--- src/rtl/uart_rx_param.sv ---
// Parametrised UART receiver (DATA_BITS data, none/even/odd parity, 1-2 stop bits).
// Define UART_RX_MAJORITY_EN for 2-of-3 majority bit decisions around each decision count.
module uart_rx_param #(
   parameter int unsigned CLKS_PER_BIT = 87,
   parameter int unsigned DATA_BITS    = 8,
   parameter int unsigned PARITY_MODE  = 0,
   parameter int unsigned STOP_BITS    = 1
) (
   input  logic                 clk,
   input  logic                 reset,
   input  logic                 serial_data,
   output logic                 o_rx_dv,
   output logic [DATA_BITS-1:0] o_rx_data,
   output logic                 o_parity_err,
   output logic                 o_frame_err,
   output logic                 o_busy
);

   localparam int unsigned CW     = $clog2(CLKS_PER_BIT);
   localparam int unsigned IW     = $clog2(DATA_BITS + 1);
   localparam int unsigned H      = (CLKS_PER_BIT - 1) / 2;
   localparam bit          PAR_EN = (PARITY_MODE == 1) || (PARITY_MODE == 2);
   localparam bit          ODD    = (PARITY_MODE == 2);
   localparam logic [CW-1:0] CNT_MID = CW'(H);
   localparam logic [CW-1:0] CNT_END = CW'(CLKS_PER_BIT - 1);

   typedef enum logic [2:0] {S_IDLE, S_START, S_DATA, S_PARITY, S_STOP, S_BREAK} state_t;

   state_t               state_q, state_d;
   logic                 sync_q, line_q;
   logic [CW-1:0]        cnt_q, cnt_d;
   logic [IW-1:0]        idx_q, idx_d;
   logic [DATA_BITS-1:0] shift_q, shift_d;
   logic                 par_q, par_d;
   logic                 perr_q, perr_d;
   logic                 ferr_q, ferr_d;
   logic                 dv_q, dv_d;
   logic [DATA_BITS-1:0] data_q, data_d;
   logic                 pe_q, pe_d;
   logic                 fe_q, fe_d;
   logic                 bit_s;

`ifdef UART_RX_MAJORITY_EN
   logic [1:0] hist_q;

   always_ff @(posedge clk) begin
      if (reset) hist_q <= '1;
      else       hist_q <= {hist_q[0], line_q};
   end

   assign bit_s = (line_q & hist_q[0]) | (line_q & hist_q[1]) | (hist_q[0] & hist_q[1]);
`else
   assign bit_s = line_q;
`endif

   always_comb begin
      state_d = state_q;
      cnt_d   = cnt_q;
      idx_d   = idx_q;
      shift_d = shift_q;
      par_d   = par_q;
      perr_d  = perr_q;
      ferr_d  = ferr_q;
      dv_d    = 1'b0;
      data_d  = data_q;
      pe_d    = pe_q;
      fe_d    = fe_q;
      unique case (state_q)
         S_IDLE: begin
            cnt_d = '0;
            idx_d = '0;
            if (!line_q) state_d = S_START;
         end
         S_START: begin
            if (cnt_q == CNT_MID) begin
               cnt_d   = '0;
               state_d = bit_s ? S_IDLE : S_DATA;
            end else begin
               cnt_d = cnt_q + 1'b1;
            end
         end
         S_DATA: begin
            if (cnt_q == CNT_END) begin
               cnt_d   = '0;
               // LSB-first: after DATA_BITS shifts the first bit sits at bit 0
               shift_d = {bit_s, shift_q[DATA_BITS-1:1]};
               par_d   = par_q ^ bit_s;
               if (idx_q == IW'(DATA_BITS - 1)) begin
                  idx_d   = '0;
                  state_d = PAR_EN ? S_PARITY : S_STOP;
               end else begin
                  idx_d = idx_q + 1'b1;
               end
            end else begin
               cnt_d = cnt_q + 1'b1;
            end
         end
         S_PARITY: begin
            if (cnt_q == CNT_END) begin
               cnt_d   = '0;
               perr_d  = ODD ? ~(par_q ^ bit_s) : (par_q ^ bit_s);
               idx_d   = '0;
               state_d = S_STOP;
            end else begin
               cnt_d = cnt_q + 1'b1;
            end
         end
         S_STOP: begin
            if (cnt_q == CNT_END) begin
               cnt_d = '0;
               if (idx_q == IW'(STOP_BITS - 1)) begin
                  dv_d    = 1'b1;
                  data_d  = shift_q;
                  pe_d    = perr_q;
                  fe_d    = ferr_q | ~bit_s;
                  par_d   = 1'b0;
                  perr_d  = 1'b0;
                  ferr_d  = 1'b0;
                  idx_d   = '0;
                  state_d = (ferr_q | ~bit_s) ? S_BREAK : S_IDLE;
               end else begin
                  ferr_d = ferr_q | ~bit_s;
                  idx_d  = idx_q + 1'b1;
               end
            end else begin
               cnt_d = cnt_q + 1'b1;
            end
         end
         S_BREAK: begin
            if (line_q) state_d = S_IDLE;
         end
         default: state_d = S_IDLE;
      endcase
   end

   always_ff @(posedge clk) begin
      if (reset) begin
         sync_q  <= 1'b1;
         line_q  <= 1'b1;
         state_q <= S_IDLE;
         cnt_q   <= '0;
         idx_q   <= '0;
         shift_q <= '0;
         par_q   <= 1'b0;
         perr_q  <= 1'b0;
         ferr_q  <= 1'b0;
         dv_q    <= 1'b0;
         data_q  <= '0;
         pe_q    <= 1'b0;
         fe_q    <= 1'b0;
      end else begin
         sync_q  <= serial_data;
         line_q  <= sync_q;
         state_q <= state_d;
         cnt_q   <= cnt_d;
         idx_q   <= idx_d;
         shift_q <= shift_d;
         par_q   <= par_d;
         perr_q  <= perr_d;
         ferr_q  <= ferr_d;
         dv_q    <= dv_d;
         data_q  <= data_d;
         pe_q    <= pe_d;
         fe_q    <= fe_d;
      end
   end

   assign o_rx_dv      = dv_q;
   assign o_rx_data    = data_q;
   assign o_parity_err = pe_q;
   assign o_frame_err  = fe_q;
   assign o_busy       = (state_q != S_IDLE);

endmodule

--- config.mk ---
export PLATFORM = sky130hd
export DESIGN_NAME = uart_rx_param
export DESIGN_NICKNAME = d
export VERILOG_FILES = /design/src/rtl/uart_rx_param.sv
export SDC_FILE = /design/constraint.sdc
export NUM_CORES = 1
export LEC_CHECK = 0
export BUFFER_PORTS_ARGS = -buffer_cell sky130_fd_sc_hd__buf_4
export CORE_UTILIZATION = 55
export CTS_BUF_LIST = sky130_fd_sc_hd__clkbuf_8
export CTS_CLUSTER_SIZE = 16
export DETAILED_ROUTE_END_ITERATION = 8
export PLACE_DENSITY = 0.77
export SYNTH_ARGS = -nofsm -noshare
export SYNTH_HDL_FRONTEND = slang
export SYNTH_SLANG_ARGS = --single-unit
--- constraint.sdc ---
create_clock -name clk -period 1.75 [get_ports clk]
set_clock_uncertainty 0.1 [all_clocks]
set_input_delay 0.0875 -clock clk [delete_from_list [all_inputs] [get_ports clk]]
set_output_delay 0.0875 -clock clk [all_outputs]
set_load 0.01 [all_outputs]
# [Yosys cells after proc, flatten, opt, wreduce, memory -nomap -nowiden]
# Index checks and enable logic that the tools add are counted.
[totals] wordCells=79 reg_bits=38
[classes] eq_ne=16 bitwise_logic=5 n_mux=27 n_reduce_logical=16 addsub=2
[ops] cell="3-bit 2-to-1 mux" n=9
[ops] cell="7-bit one-hot mux with 3 select lines" n=1
[ops] cell="4-bit 2-to-1 mux" n=5
[ops] cell="3-bit one-hot mux with 6 select lines" n=1
[ops] cell="2-bit inequality test, second input constant" n=8
[ops] cell="4-bit one-hot mux with 4 select lines" n=1
[ops] cell="7-bit 2-to-1 mux" n=2
[ops] cell="4-bit AND reduction" n=3
[ops] cell="8-bit AND reduction" n=1
[ops] cell="7-bit by 1-bit adder with 7-bit output, second input constant" n=1
[ops] cell="7-bit by 6-bit == test with 1-bit output, second input constant" n=1
[ops] cell="7-bit == test, second input constant" n=1
[ops] cell="3-bit by 2-bit == test with 1-bit output, second input constant" n=2
[ops] cell="3-bit == test, second input constant" n=2
[ops] cell="3-bit nonzero test" n=2
[ops] cell="3-bit OR reduction" n=2
[ops] cell="1-bit 2-to-1 mux" n=5
[ops] cell="4-bit by 1-bit adder with 4-bit output, second input constant" n=1
[ops] cell="4-bit by 3-bit == test with 1-bit output, second input constant" n=1
[ops] cell="4-bit zero test" n=1
[ops] cell="1-bit one-hot mux with 2 select lines" n=2
[ops] cell="2-bit AND reduction" n=2
[ops] cell="2-bit nonzero test" n=2
[ops] cell="4-bit nonzero test" n=1
[ops] cell="7 further kinds" n=9

# [Longest topological paths before layout]
# Gate-level depths: netlist (run 1).
[logic_depth] word_depth=6 depth_mapped=9 ltp_nobuf=7

# [Least setup slack after synthesis (run 1)]
# Ideal clock, no wire load.
[synth_timing] path_type="reg2reg" from="reg idx_q[0]" to="reg state_q[0]" period_less_slack_ns=1.794 slack_ns=-0.044 setup_time_ns=0.116 path_stages_with_launch=8 t_arrival_ns=1.578 path_buffers=0 cell_sequence="dfxtp_1 -> inv_1 -> ha_1 -> nor3b_1 -> o22ai_2 -> a211oi_2 -> a211oi_2 -> a31o_1"
[synth_between] elab_chain_len=3 word_cells_on_any_way=5
[synth_rtl] element="from (decl)" line="32" text="logic [IW-1:0] idx_q, idx_d;"
[synth_rtl] element="from (signal assigned)" line="156" text="idx_q <= idx_d;"
[synth_rtl] element="4-bit by 3-bit == test with 1-bit output / 4-bit zero test (equally long branches)" line="88, 111"
[synth_rtl] element="2-bit inequality test (no source line)"
[synth_rtl] element="8-bit AND reduction (no source line) (*)"
[synth_rtl] element="to (signal assigned)" line="154" text="state_q <= state_d;"
[synth_rtl] element="to (decl)" line="29" text="state_t state_q, state_d;"
# Mark *: on every way between the ends. The rest lies on a longest branch, timed or not.
# A chain may end at the register's enable or synchronous reset.

# [Worst setup path in the final report (run 1)]
[layout_timing] from="reg idx_q[1]" to="reg state_q[0]"
# The elaborated chain is that of the path after synthesis.

==> results.rst, run 1 <==
.. list-table::
   :header-rows: 1

   * - Metric
     - Value
   * - Status
     - finished, violations left
   * - Failing checks
     - setup timing
   * - NumNets Final
     - 246
   * - Cell count after placement
     - 269
   * - Fmax
     - 571.2 MHz
   * - Maximum number of pins on one net before global-route repair
     - 35
   * - Type of the worst min-delay path
     - primary input to flip-flop
   * - Async set or reset register ratio after synthesis
     - 0%
   * - Commonest cells after routing, fill and taps aside
     - buf_4 (39), dfxtp_1 (30), nor2_1 (23), a21oi_1 (18), nand3_1 (16)
   * - Total design power
     - 2.253 mW
   * - Via total after detailed routing
     - 1569
   * - Wire length per cell after detailed routing
     - 13.71 µm
   * - Area growth, synth to finish
     - 29.49%
   * - Number of enable-type register cells in the synthesized netlist
     - 0
   * - Fraction of layout cells with a size suffix above 1
     - 34.58%
   * - Number of standard-cell rows in the floorplan
     - 20
   * - Number of storage elements in the synthesis netlist
     - 38
   * - Post-Route WL
     - 3895 µm
   * - Sequential cell area fraction in the yosys report
     - 41.99%
   * - Worst-Skew Late Latency
     - 0.29 ns
   * - Cell family with the largest share of critical-path delay
     - compound AO/OA/AOI/OAI gates
   * - Pleak
     - 0.8901 nW
   * - Placed cell areas
     - 2061 µm²
   * - Core outline area
     - 3078 µm²
   * - Pint
     - 1.698 mW
   * - Most common library cell in the layout ignoring fill and taps
     - buf_4
   * - Critical-path top delay cell
     - dfxtp_2
   * - Simple-gate area share of the yosys netlist
     - 25.21%
   * - Post-route cell area
     - 2346 µm²
   * - Unrepaired setup endpoints after global routing
     - true
   * - Most frequently used flop master after synthesis
     - dfxtp_1
   * - Wire length of the first global-routing pass
     - 6216 µm
   * - Type of element launching the critical path
     - flip-flop
   * - Minimum setup slack in the final design
     - -0.0006809 ns
   * - PwrDens
     - 960.4 nW/µm²
   * - Max-slew headroom at the worst pin
     - 72.66%
   * - Number of global-route vias before repair
     - 1414
   * - Max Slew Vio Count
     - 0
   * - Gate Count Post-Synth
     - 203
   * - Type of the setup path with the least slack
     - flip-flop to flip-flop
   * - Remaining design rule violation count
     - 0
   * - Setup-failing EPs final
     - 1
   * - Routability congestion estimate
     - 0.8975
   * - Final worst path period need
     - 1.751 ns
   * - Placed wire-length estimate after detailed placement
     - 2625 µm
   * - Number of fill cells
     - 223
   * - Combined area of the multi-input logic cells
     - 1036 µm²
   * - Final instance count without filler cells
     - 284
   * - CTS tree
     - built
   * - Die X
     - 59.40 µm
   * - Post-DRT Antenna Nets
     - 0
   * - IO Port Bufs
     - 14
   * - Number of warning messages in the yosys log
     - 0
   * - Unique masters post-synth
     - 51
   * - Worst Path Max Fanout
     - 4
   * - Count of endpoints failing hold in the final timing report
     - 0
   * - Period utilisation layout
     - 100.0%
   * - Switching Fraction
     - 24.64%
   * - Multiplexer share of the synthesized area
     - 4.972%
   * - Worst-case setup slack after placement
     - -0.09348 ns
   * - Type of element capturing the critical path
     - flip-flop
   * - Power share of the clock group
     - 40.6%
   * - Largest family of logic cells by synthesized area
     - simple AND/OR/NAND/NOR gates
   * - Die H
     - 59.40 µm
   * - Series of cell instances along the critical path
     - buf_4 -> ha_1 -> and3b_1 -> o22ai_4 -> a211oi_4 -> a211oi_2 -> a31o_1
   * - Yosys top cell area share
     - 41.99%
   * - Clock root buffer
     - clkbuf_8
   * - Seq. cell area
     - 770.7 µm²
   * - Number of buffers added by the clock tree synthesis step
     - 5
   * - Final TNS setup
     - -0.0006809 ns
   * - Number of antenna violations at the first check in global routing
     - 0
   * - Arithmetic-cell share of the synthesized area counting full adders, half adders and majority gates
     - 2.762%
   * - Clock Pin Slew Worst Setup and Hold Paths
     - 0.08 ns
   * - Share of power burned in registers
     - 41.1%
   * - Starting density of the core
     - 58.86%
   * - Clock Sink Count
     - 38
   * - Fraction of the core area covered by cells at the end of the flow
     - 76.22%
   * - Comb power frac
     - 18.3%
   * - Slew of the pin with the lowest slew margin
     - 0.3997 ns
   * - DR iter-0 viols
     - 83
   * - Via-per-instance ratio
     - 5.525
   * - Worst slack on hold paths
     - 0.09001 ns
   * - Required time of the critical path
     - 1.84 ns
   * - Overall track demand over capacity in global routing
     - 23.38%
   * - Total die area
     - 3528 µm²
   * - Number of nets in the synthesized netlist
     - 210
   * - Post-synth top area cell
     - dfxtp_1
   * - Count of antenna diodes in the layout
     - 0
   * - Number of levels in the clock H-tree
     - 2
   * - Avg Inst Size Synth
     - 8.925 µm²
   * - Aggregate global routing overflow
     - 0
   * - Stage delay of the slowest cell on the critical path
     - 0.35 ns
   * - Most area-consuming cells after synthesis
     - dfxtp_1 (42%), a21oi_1 (5.5%), mux2i_1 (5.0%)
   * - Drt first pass iters
     - 4
   * - Arrival time of the worst setup path
     - 1.84 ns
   * - Area fraction in compound gates after synthesis
     - 16.30%
   * - Clock tree buffer depth
     - 2
   * - Switching power
     - 555.2 µW
   * - Total of max-cap violations
     - 0
   * - Peak ir drop on the vdd network
     - 0.0008149 V
   * - Cell Area, Synth
     - 1812 µm²
   * - Boundary pin count
     - 15
   * - Post-synthesis share of cell area spent on xor and xnor gates
     - 3.384%
   * - Number of buffers and inverters on the critical path
     - 1
[sequential cells by signal (all words and copies together), names as in the netlist]
register and cells:
ferr_q 1, par_q 1, o_rx_dv 1, bit_s 1, perr_q 1, idx_q 4, o_rx_data 8, shift_q 8
cnt_q 7, state_q 3, sync_q 1, o_parity_err 1, o_frame_err 1
[final cells by class]
| type | instances | share of cell area (%) |
|---|---|---|
| multi-input cells | 148 | 44.16 |
| flip-flops and latches | 38 | 32.85 |
| repair buffers | 41 | 13.76 |
| clock buffers | 6 | 3.520 |
| clock inverters | 2 | 2.560 |
| well taps | 44 | 2.347 |
| inverters | 5 | 0.8000 |
[path summary, 6_finish.rpt]
kind | endpoint | from | slack [ns] | depth (start not counted)
max | state_q[0] | idx_q[1] | -0.0007 | 7
min | o_rx_data[3] | reset | 0.09 | 2
max reg2reg | state_q[0] | idx_q[1] | -0.0007 | 7
min reg2reg | bit_s | sync_q | 0.32 | 1
[layer usage]
layer	global-route usage [%]	wire [µm]	part of all wire, %
met1	29.48	1809	46
met2	39.17	1948	50
met3	4.585	85	2.2
met4	9.184	51	1.3
met5	0	0	0
[logic make-up after synthesis]
kind of cell | count (synthesis)
AOI/OAI and AO/OA | 45
muxes | 9
DFF | 38
and+or+nand+nor | 83
buffers and inverters | 17
adders and majority gates | 4
xor gates and xnor gates | 7
[cells in the mapped netlist (all sizes together), types with 2 or more instances]
cell type	count
o211ai	2
a21oi	20
dfxtp	38
clkbuf	2
or2	3
nand3	16
nor2	24
xor2	3
nor3b	2
buf	10
nand2	17
a211oi	4
ha	4
xnor2	4
and4	2
nor4	2
o21ai	8
nand2b	2
nor3	3
mux2i	9
a31oi	2
inv	5
or3b	3
[power groups by stage]
stage / Combinational [mW] / Clock (mW) / Sequential, mW
after floorplan: 0.279 / 0 / 0.926
after global placement: 0.369 / 0 / 0.942
after detailed placement: 0.382 / 0 / 0.944
after CTS: 0.395 / 0.927 / 0.924
after global routing: 0.451 / 0.956 / 0.930
final: 0.413 / 0.914 / 0.927
[repair_timing]
item	4_1_cts	5_1_grt
setup buffers	2	4
endpoints found under the hold margin	1	0
hold buffers	1	0
gates resized for setup	6	21
pin swaps	2	14
endpoints found under the setup margin	16	29
No activity file was read; power rests on OpenSTA's default activity.
==> run 2: changes to the inputs <==
--- a/config.mk
+++ b/config.mk
@@ -6,6 +6,7 @@
 export NUM_CORES = 1
 export LEC_CHECK = 0
 export BUFFER_PORTS_ARGS = -buffer_cell sky130_fd_sc_hd__buf_4
+export CORE_ASPECT_RATIO = 1.25
 export CORE_UTILIZATION = 55
 export CTS_BUF_LIST = sky130_fd_sc_hd__clkbuf_8
 export CTS_CLUSTER_SIZE = 16
==> run 2 against run 1 <==
  * Utilization shrank 1.1 points
  * The flow still finishes with violations (setup timing)
  * Via count grew 0.38%
  * Sequential cell count is the same
  * Total power shrank 1.2%
  * Combinational power shrank 4%
  * Maximum frequency shrank 2.1%
  * Sequential share of layout area grew 0.98 points
  * Hold slack lost 0.011 ns
  * Critical path type unchanged
==> results.rst, run 2 (synthesized netlist as in run 1, its figures left out) <==
.. list-table::
   :header-rows: 1

   * - Metric
     - Value
   * - Status
     - finished, violations left
   * - Failing checks
     - setup timing
   * - Area growth, synth to finish
     - 25.55%
   * - Fraction of the core area covered by cells at the end of the flow
     - 75.12% (-1.1 points)
   * - Wire length per cell after detailed routing
     - 14.62 µm (+6.6%)
   * - Worst Path Max Fanout
     - 4 (unchanged)
   * - Starting density of the core
     - 59.83% (+0.97 points)
   * - Type of the worst min-delay path
     - primary input to flip-flop
   * - Pint
     - 1.649 mW (-2.9%)
   * - Post-Route WL
     - 3917 µm (+0.56%)
   * - NumNets Final
     - 238 (-3.3%)
   * - Commonest cells after routing, fill and taps aside
     - dfxtp_1 (31), buf_4 (31), nor2_1 (23), a21oi_1 (18), nand3_1 (16)
   * - Drt first pass iters
     - 5 (+1)
   * - Peak ir drop on the vdd network
     - 0.0008575 V (+5.2%)
   * - Slew of the pin with the lowest slew margin
     - 0.3694 ns (-0.03032 ns)
   * - Via-per-instance ratio
     - 5.877 (+6.4%)
   * - Remaining design rule violation count
     - 0 (unchanged)
   * - Critical-path top delay cell
     - or4_1
   * - Total of max-cap violations
     - 0 (unchanged)
   * - PwrDens
     - 979.0 nW/µm² (+1.9%)
   * - Number of standard-cell rows in the floorplan
     - 22 (+10%)
   * - Number of buffers added by the clock tree synthesis step
     - 5 (unchanged)
   * - Stage delay of the slowest cell on the critical path
     - 0.55 ns (+0.20 ns)
   * - Power share of the clock group
     - 40.2% (-0.4 points)
   * - Number of levels in the clock H-tree
     - 2 (unchanged)
   * - Final worst path period need
     - 1.789 ns (+0.03834 ns)
   * - Type of element capturing the critical path
     - flip-flop
   * - Fmax
     - 559.0 MHz (-2.1%)
   * - Clock tree buffer depth
     - 2 (unchanged)
   * - Share of power burned in registers
     - 42.1% (+1.0 points)
   * - Aggregate global routing overflow
     - 0 (unchanged)
   * - Boundary pin count
     - 15 (unchanged)
   * - Number of buffers and inverters on the critical path
     - 1 (unchanged)
   * - Cell family with the largest share of critical-path delay
     - simple AND/OR/NAND/NOR gates
   * - Required time of the critical path
     - 1.88 ns (+0.04 ns)
   * - Switching Fraction
     - 25.95% (+1.3 points)
   * - Type of the setup path with the least slack
     - flip-flop to flip-flop
   * - Overall track demand over capacity in global routing
     - 25.41% (+2.0 points)
   * - Count of antenna diodes in the layout
     - 0 (unchanged)
   * - Period utilisation layout
     - 102.2% (+2.2 points)
   * - Count of endpoints failing hold in the final timing report
     - 0 (unchanged)
   * - Number of antenna violations at the first check in global routing
     - 0 (unchanged)
   * - Die X
     - 53.34 µm (-10%)
   * - CTS tree
     - built
   * - Type of element launching the critical path
     - flip-flop
   * - Pleak
     - 0.8284 nW (-6.9%)
   * - Core outline area
     - 3028 µm² (-1.6%)
   * - Series of cell instances along the critical path
     - inv_1 -> ha_1 -> nand2_2 -> or2_4 -> or4_1 -> a21oi_2
   * - Fraction of layout cells with a size suffix above 1
     - 32.33% (-2.3 points)
   * - Placed cell areas
     - 2021 µm² (-1.9%)
   * - Final TNS setup
     - -0.04660 ns (-0.04592 ns)
   * - Number of fill cells
     - 214 (-4.0%)
   * - Max-slew headroom at the worst pin
     - 74.74% (+2.1 points)
   * - Setup-failing EPs final
     - 2 (+1)
   * - Max Slew Vio Count
     - 0 (unchanged)
   * - Wire length of the first global-routing pass
     - 6396 µm (+2.9%)
   * - Total die area
     - 3529 µm² (about the same)
   * - IO Port Bufs
     - 14 (unchanged)
   * - Worst-Skew Late Latency
     - 0.29 ns (about the same)
   * - Unrepaired setup endpoints after global routing
     - true
   * - Placed wire-length estimate after detailed placement
     - 2716 µm (+3.4%)
   * - Number of global-route vias before repair
     - 1515 (+7.1%)
   * - Comb power frac
     - 17.7% (-0.6 points)
   * - Routability congestion estimate
     - 0.8440 (-6.0%)
   * - Via total after detailed routing
     - 1575 (+0.38%)
   * - DR iter-0 viols
     - 37 (-55%)
   * - Post-route cell area
     - 2275 µm² (-3.0%)
   * - Arrival time of the worst setup path
     - 1.92 ns (+0.08 ns)
   * - Clock Sink Count
     - 38 (unchanged)
   * - Clock root buffer
     - clkbuf_8
   * - Die H
     - 66.17 µm (+11%)
   * - Post-DRT Antenna Nets
     - 0 (unchanged)
   * - Clock Pin Slew Worst Setup and Hold Paths
     - 0.08 ns (about the same)
   * - Maximum number of pins on one net before global-route repair
     - 35 (unchanged)
   * - Switching power
     - 577.9 µW (+4.1%)
   * - Minimum setup slack in the final design
     - -0.03902 ns (-0.03834 ns)
==> run 2: changes by cell type in the layout (fill, tap and decap cells not counted), sizes merged <==
cell    previous run  this run
clkinv             0         1
clkbuf             6         5
buf               40        32
==> run 2: per-stage QoR <==
step	worst slack [ns]	hold slack, ns	instances	total power, mW
floorplan	0.06079	0.09131	203	1.205
global placement	-0.01378	0.1722	257	1.278
detailed placement	-0.07970	0.1775	257	1.296
CTS	-0.003308	0.06752	267	2.212
global route	-0.09308	0.09171	268	2.321
finish	-0.03902	0.07909	268	2.227
==> run 2: cell type report <==
type / instances / area, µm² / area share (%)
Clock buffer: 5 / 68.82 / 3.025
Clock inverter: 3 / 68.82 / 3.025
Inverter: 5 / 18.77 / 0.8251
Multi-Input combinational cell: 148 / 1041 / 45.76
Sequential cell: 38 / 769.5 / 33.83
Tap cell: 36 / 45.04 / 1.980
Timing Repair Buffer: 33 / 262.8 / 11.55
==> run 2: worst paths after layout <==
| path | start | endpoint | slack [ns] | cells after the start |
|---|---|---|---|---|
| max | cnt_q[0] | perr_q | -0.04 | 6 |
| min | reset | o_rx_data[2] | 0.08 | 2 |
| max reg2reg | cnt_q[0] | perr_q | -0.04 | 6 |
| min reg2reg | sync_q | bit_s | 0.32 | 1 |
==> run 2: power groups by stage <==
stage | Clock, mW | Sequential (mW) | Combinational (mW)
floorplan | 0 | 0.926 | 0.279
global placement | 0 | 0.947 | 0.331
detailed placement | 0 | 0.952 | 0.344
CTS | 0.907 | 0.931 | 0.374
global route | 0.945 | 0.942 | 0.434
finish | 0.895 | 0.937 | 0.395
==> run 2: layer usage <==
metal / track usage [%] / vias up / part of all wire [%]
met3: 7.586 / 6 / 5.5
met2: 42.97 / 50 / 51
met4: 14.47 / 0 / 1.8
met5: 0 / - / 0
met1: 27.13 / 750 / 41
li1: - / 769 / -
==> run 2: timing repair <==
item | 4_1_cts | 5_1_grt
endpoints found under the hold margin | 1 | 0
resized for setup | 8 | 18
hold buffers | 1 | 0
setup buffers | 1 | 1
pin swaps | 2 | 5
endpoints found under the setup margin | 15 | 34
